==> src/rtl/hex_scroll_if.sv <==
// Bundle of the switch/key inputs and HEX display outputs of hex_scroll_ctrl.
// master drives the message and controls; slave is the scroll controller.
interface hex_scroll_if #(
    parameter int NUM_DISP = 8,
    parameter int MSG_LEN  = 8,
    parameter int POS_W    = (MSG_LEN > 1) ? $clog2(MSG_LEN) : 1
);
    logic [3*MSG_LEN-1:0]    msg;
    logic                    load;
    logic                    run;
    logic                    dir;
    logic                    step;
    logic [POS_W-1:0]        pos;
    logic                    step_tick;
    logic [NUM_DISP-1:0][6:0] hex_disp;

    modport master (
        output msg, load, run, dir, step,
        input  pos, step_tick, hex_disp
    );

    modport slave (
        input  msg, load, run, dir, step,
        output pos, step_tick, hex_disp
    );
endinterface

==> src/rtl/hex_scroll_ctrl.sv <==
// Scrolling message window on active-low seven-segment digits.
// A MSG_LEN buffer of 3-bit character codes is shown NUM_DISP digits at a
// time starting at pos; pos advances on a prescaled tick (run=1) or on each
// rising edge of the step key (run=0), forward or reverse per dir.
module hex_scroll_ctrl #(
    parameter int NUM_DISP = 8,
    parameter int MSG_LEN  = 8,
    parameter int TICK_DIV = 50_000_000
) (
    input  logic         clk,
    input  logic         rst,
    hex_scroll_if.slave  bus
);
    localparam int POS_W = (MSG_LEN > 1) ? $clog2(MSG_LEN) : 1;
    localparam int PS_W  = $clog2(TICK_DIV);

    typedef enum logic {ST_STATIC, ST_SCROLL} state_e;

    state_e                   state_q;
    logic [PS_W-1:0]          presc_q;
    logic [POS_W-1:0]         pos_q;
    logic [POS_W-1:0]         pos_d;
    logic [MSG_LEN-1:0][2:0]  buf_q;
    logic                     step_q;
    logic                     tick_q;
    logic [NUM_DISP-1:0][6:0] hex_q;
    logic [NUM_DISP-1:0][6:0] hex_d;
    logic [POS_W-1:0]         idx;
    logic                     step_rise;

    function automatic logic [6:0] seg_decode(input logic [2:0] c);
        case (c)
            3'd0:    seg_decode = 7'b0100001; // d
            3'd1:    seg_decode = 7'b0000110; // E
            3'd2:    seg_decode = 7'b1111001; // 1
            3'd3:    seg_decode = 7'b1000000; // 0
            3'd4:    seg_decode = 7'b0100100; // 2
            default: seg_decode = 7'b1111111; // blank
        endcase
    endfunction

    assign step_rise = bus.step & ~step_q;

    // Position after one advance in the current direction, wrapping at the ends
    always_comb begin
        pos_d = pos_q;
        if (bus.dir) begin
            pos_d = (pos_q == '0) ? POS_W'(MSG_LEN - 1) : pos_q - 1'b1;
        end else begin
            pos_d = (pos_q == POS_W'(MSG_LEN - 1)) ? '0 : pos_q + 1'b1;
        end
    end

    // Control FSM: load, prescaler, manual step and position update
    always_ff @(posedge clk) begin
        if (rst) begin
            state_q <= ST_STATIC;
            presc_q <= '0;
            pos_q   <= '0;
            buf_q   <= {MSG_LEN{3'h7}};
            step_q  <= 1'b1;   // a key held through reset is not an edge
            tick_q  <= 1'b0;
        end else begin
            // Edge register always tracks, so SCROLL never queues a step.
            step_q  <= bus.step;
            tick_q  <= 1'b0;
            state_q <= bus.run ? ST_SCROLL : ST_STATIC;
            if (bus.load) begin
                buf_q   <= bus.msg;
                pos_q   <= '0;
                presc_q <= '0;
            end else begin
                case (state_q)
                    ST_STATIC: begin
                        presc_q <= '0;
                        if (!bus.run && step_rise) begin
                            pos_q  <= pos_d;
                            tick_q <= 1'b1;
                        end
                    end
                    ST_SCROLL: begin
                        if (!bus.run) begin
                            presc_q <= '0;
                        end else if (presc_q == PS_W'(TICK_DIV - 1)) begin
                            presc_q <= '0;
                            pos_q   <= pos_d;
                            tick_q  <= 1'b1;
                        end else begin
                            presc_q <= presc_q + 1'b1;
                        end
                    end
                    default: presc_q <= '0;
                endcase
            end
        end
    end

    // Window of the buffer starting at pos, wrapping around the message end
    always_comb begin
        idx   = '0;
        hex_d = '1;
        for (int i = 0; i < NUM_DISP; i++) begin
            idx      = POS_W'((int'(pos_q) + i) % MSG_LEN);
            hex_d[i] = seg_decode(buf_q[idx]);
        end
    end

    // Registered segment outputs, one cycle behind pos/buffer
    always_ff @(posedge clk) begin
        if (rst) begin
            hex_q <= {NUM_DISP{7'h7F}};
        end else begin
            hex_q <= hex_d;
        end
    end

    assign bus.pos       = pos_q;
    assign bus.step_tick = tick_q;
    assign bus.hex_disp  = hex_q;
endmodule

==> src/flat_wrapper.sv <==
// flat-port wrapper written by rule: the top's interface ports become plain ports
module hex_scroll_ctrl_flat 
#(
    parameter int NUM_DISP = 8,
    parameter int MSG_LEN  = 8,
    parameter int TICK_DIV = 50_000_000
)
  (clk, rst, bus_msg, bus_load, bus_run, bus_dir, bus_step, bus_pos, bus_step_tick, bus_hex_disp);
  hex_scroll_if #(.NUM_DISP(NUM_DISP), .MSG_LEN(MSG_LEN)) bus_i ();
  input  logic clk;
  input  logic rst;
  input wire logic [$bits(bus_i.msg)-1:0] bus_msg;
  input wire logic [$bits(bus_i.load)-1:0] bus_load;
  input wire logic [$bits(bus_i.run)-1:0] bus_run;
  input wire logic [$bits(bus_i.dir)-1:0] bus_dir;
  input wire logic [$bits(bus_i.step)-1:0] bus_step;
  output wire logic [$bits(bus_i.pos)-1:0] bus_pos;
  output wire logic [$bits(bus_i.step_tick)-1:0] bus_step_tick;
  output wire logic [$bits(bus_i.hex_disp)-1:0] bus_hex_disp;
  assign bus_i.msg = bus_msg;
  assign bus_i.load = bus_load;
  assign bus_i.run = bus_run;
  assign bus_i.dir = bus_dir;
  assign bus_i.step = bus_step;
  assign bus_pos = bus_i.pos;
  assign bus_step_tick = bus_i.step_tick;
  assign bus_hex_disp = bus_i.hex_disp;
  hex_scroll_ctrl #(.NUM_DISP(NUM_DISP), .MSG_LEN(MSG_LEN), .TICK_DIV(TICK_DIV)) u_core (.clk(clk), .rst(rst), .bus(bus_i));
endmodule
==> config.mk <==
export PLATFORM = sky130hd
export DESIGN_NAME = hex_scroll_ctrl_flat
export DESIGN_NICKNAME = d
export VERILOG_FILES = /design/src/rtl/hex_scroll_if.sv /design/src/rtl/hex_scroll_ctrl.sv /design/src/flat_wrapper.sv
export SDC_FILE = /design/constraint.sdc
export NUM_CORES = 1
export LEC_CHECK = 0
export ABC_AREA = 1
export CAP_MARGIN = 20
export CELL_PAD_IN_SITES_DETAIL_PLACEMENT = 0
export CELL_PAD_IN_SITES_GLOBAL_PLACEMENT = 1
export CORE_MARGIN = 2
export CORE_UTILIZATION = 40
export CTS_BUF_LIST = sky130_fd_sc_hd__clkbuf_16
export DETAILED_ROUTE_END_ITERATION = 10
export GPL_TIMING_DRIVEN = 0
export PLACE_DENSITY_LB_ADDON = 0.1
export SLEW_MARGIN = 15
export SYNTH_ARGS = -nofsm -noshare
export SYNTH_HDL_FRONTEND = slang
export SYNTH_SLANG_ARGS = --single-unit
==> constraint.sdc <==
create_clock -name clk -period 3.1 [get_ports clk]
set_clock_uncertainty 0.2 [all_clocks]
set_input_delay 0.62 -clock clk [delete_from_list [all_inputs] [get_ports clk]]
set_output_delay 0.62 -clock clk [all_outputs]
set_load 0.005 [all_outputs]
==> run_results.csv <==
group,metric,value,unit
layout,drive_gt1_frac,0.0772,
route,drc,0,
floorplanning,rows,41,
worst_setup_path,worst_path_most_repeated_cell,"nand2_1",
layout,fin_nets,899,
run_status,status,"finished clean",
cts,cts_inserted_buffers,9,
worst_hold_path,holdPathEnd,"u_core.presc_q[7]",
worst_setup_path,cp_max_fo,11,
worst_setup_path,crit_start,"u_core.bus.pos[1]",
worst_hold_path,min-delay-start,"u_core.presc_q[7]",
synth,syn_area,0.00518,mm²
grt,first_global_vias,4548,
synth,synth_area_per_cell,6.78,µm²
floorplanning,die_w,118,µm
synth,ys.flop_type,"dfxtp_1",
timing,post-route-min-period,2.49,ns
worst_setup_path,arrival,2.50,ns
worst_setup_path,critPathKind,"reg2reg",
timing,rsz0062_at_grt,"false",
power_and_ir_drop,power.density,447,mW/mm²
synth,synth_commonest_cells,"nand2_1 (301), dfxtp_1 (104), nand3_1 (96), inv_1 (58), nor2_1 (45)",
worst_setup_path,cp.required,3.11,ns
synth,yosysSeqAreaShare,0.402,
synth,syn_inst,764,
synth,yosys.cell_count.top_type,"nand2_1",
placed_design,place_hpwl,11.1,mm
cts,ctsResizeCount,0,
timing,fmax,402,MHz
route,initialDrtViolationCount,339,
cts,postCtsHoldBufs,0,
timing,worstMarginPinSlew,0.706,ns
synth,synth_top_area_frac,0.402,
placed_design,place.gp.congestion,0.891,
route,antenna_left,0,
floorplanning,start_util,0.410,
synth,yosysWarnings,0,
cts,cts-root-buf,"clkbuf_16",
synth,syn_nets,799,
floorplanning,io_pins,90,
worst_hold_path,worstHoldPathCells,2,
placed_design,dp_cells,1025,
worst_setup_path,rr_worst_depth,13,
synth,synth.largest_area_cell,"dfxtp_1",
cts,cts_num_sinks,104,
floorplanning,die_area,0.0139,mm²
floorplanning,core_area,0.0126,mm²
route,wl,13.7,mm
worst_setup_path,reg2reg_to,"u_core.bus.hex_disp[50]",
route,viasPerCell,4.85,
grt,gr-total-overflow,0,
worst_setup_path,end_kind,"flip-flop",
synth,synth-seq-cells,104,
timing,finalCritPeriodShare,0.803,
grt,grt_first_pass_wirelength,22.5,mm
grt,antenna_found_initial,0,
synth,synth_edf_count,0,
synth,ys_top_cells_by_area,"dfxtp_1 (40%), nand2_1 (22%), nand3_1 (9.3%)",
layout,area_delta_synth_final,26.3,%
route,routedWlPerCell,13.2,µm
floorplanning,die_y,118,µm
layout,antenna_cells,0,
synth,synth_cell_types,38,
worst_hold_path,hold_class,"reg2reg",
worst_setup_path,worst-path-buf-inv,6,
worst_setup_path,critical_path.cell_chain,"buf_4 -> inv_1 -> buf_4 -> ha_1 -> inv_1 -> buf_2 -> nand2_1 -> nand2_1 -> nand2_1 -> nand2_1 -> inv_1 -> nand2_1 -> nand3_1",
worst_setup_path,r2r_setup_slack,0.61,ns
worst_setup_path,cp_slowest_stage_delay,0.38,ns
grt,track_usage,0.203,
power_and_ir_drop,power.leakage,2.78,nW
worst_setup_path,crit_slowest_cell,"dfxtp_1",
cts,clk_pin_slew_worst_paths,0.07,ns
power_and_ir_drop,vdd_ir_drop_max,0.000240,V
worst_setup_path,crit_family,"buffers and inverters",
layout,instances_no_fill,1040,
route,drtPass1Iterations,4,
timing,fin_setup_tns,0,ns
synth,async_flop_share,0,
timing,setup_violations,0,
worst_setup_path,rr_startpoint,"u_core.bus.pos[1]",
placed_design,portBuffers,89,
cts,cts_setup_buffers,0,
cts,cts_tree,"yes",
cts,clock_latency,0.36,ns
cts,htree_levels,3,
timing,maxSlewViolCount,0,
grt,grt_max_degree,16,
cts,clockBufferDepth,2,
job,maxCapViolCount,0,
timing,relSlewSlack,0.530,
worst_setup_path,start_kind,"flip-flop",
route,num_vias,5044,
timing,final-hold-violation-count,0,
## registers in the layout, indices dropped and copies added, names as in the netlist
register	flops
u_core.buf_q	24
u_core.bus.hex_disp	48
u_core.bus.pos	3
u_core.bus.step_tick	1
u_core.presc_q	26
u_core.state_q	1
u_core.step_q	1
## metrics by stage
step | util | hold slack, ns | power (mW) | setup slack, ns | cell area [µm²]
after global placement | 0.498 | 0.259 | 1.94 | 0.391 | 6280
after floorplan | - | 0.238 | 1.72 | 0.992 | 5180
after detailed placement | 0.498 | 0.272 | 1.95 | 0.411 | 6280
final | 0.518 | 0.283 | 2.93 | 0.610 | 6540
after CTS | 0.518 | 0.284 | 2.97 | 0.625 | 6540
after global routing | 0.518 | 0.312 | 3.07 | 0.370 | 6540
## cells by family after synthesis
kind of cell             synth area share
adder cells (fa/ha/maj)            0.0121
AO/OA/AOI/OAI                      0.0754
XOR/XNOR                           0.0174
flip-flops                          0.402
AND/OR/NAND/NOR                     0.403
buffers and inverters              0.0906
## worst max path at each step
stage / to / slack, ns / cells past startpoint
finish: u_core.bus.hex_disp[50] / 0.61 / 13
floorplan: u_core.bus.hex_disp[7] / 0.99 / 13
CTS: u_core.bus.hex_disp[50] / 0.62 / 13
detailed placement: u_core.bus.hex_disp[8] / 0.41 / 5
global placement: u_core.bus.hex_disp[53] / 0.39 / 5
global route: u_core.bus.hex_disp[50] / 0.37 / 13
## layer usage
layer | track usage | wire (µm)
met4 | 0.0723 | 183
met1 | 0.294 | 7080
met5 | 0 | 0
met3 | 0.0359 | 653
met2 | 0.302 | 5830
## power by group
part,switching [mW],total [mW],internal [mW],leakage [nW]
Clock,0.476,1.01,0.529,0.131
Combinational,0.238,0.474,0.236,1.80
Sequential,0.0349,1.45,1.41,0.855
Total,0.750,2.93,2.18,2.78
## worst min-delay path, delay by kind of cell (launching register included)
family           cells  cell delay, ns
AO/OA/AOI/OAI        1            0.05
AND/OR/NAND/NOR      1            0.06
flip-flops           1            0.32
## cells in the final DEF, fill, tap and decap left out, types with 2 or more instances in the layout
| cell type | netlist | layout |
|---|---|---|
| o21ai_2 | 4 | 4 |
| nor2_1 | 45 | 45 |
| nand3b_1 | 7 | 7 |
| nor3_1 | 6 | 6 |
| nand2_2 | 5 | 5 |
| buf_2 | 6 | 6 |
| inv_1 | 58 | 61 |
| dfxtp_1 | 104 | 104 |
| buf_4 | 11 | 11 |
| nor3b_1 | 3 | 3 |
| nor3_2 | 2 | 2 |
| o21ai_1 | 7 | 7 |
| clkdlybuf4s50_1 | 0 | 89 |
| nand2_1 | 301 | 301 |
| buf_6 | 7 | 7 |
| buf_1 | 2 | 2 |
| nor2_2 | 3 | 3 |
| o211ai_2 | 2 | 2 |
| a21oi_1 | 22 | 22 |
| clkbuf_16 | 0 | 9 |
| o21ai_0 | 19 | 19 |
| and2_1 | 3 | 3 |
| nand4_1 | 5 | 5 |
| clkbuf_1 | 5 | 5 |
| nand3_1 | 96 | 96 |
| ha_1 | 5 | 5 |
| or2_1 | 5 | 5 |
| nor2_4 | 2 | 2 |
| o211ai_1 | 8 | 8 |
| clkinv_1 | 2 | 2 |
| xnor2_1 | 3 | 3 |
| inv_2 | 7 | 7 |
| clkinvlp_4 | 0 | 2 |
| nand3_2 | 2 | 2 |
## final cells by class
| cell class | count | area [µm²] |
|---|---|---|
| buffer | 31 | 218 |
| clock buffer | 9 | 225 |
| clock inverter | 6 | 31.3 |
| fill | 1306 | 6080 |
| inverter | 67 | 251 |
| multi-input combinational | 562 | 2630 |
| sequential | 104 | 2080 |
| tap | 172 | 215 |
| timing repair buffer | 89 | 891 |
Power figures use the tool's default switching activity.
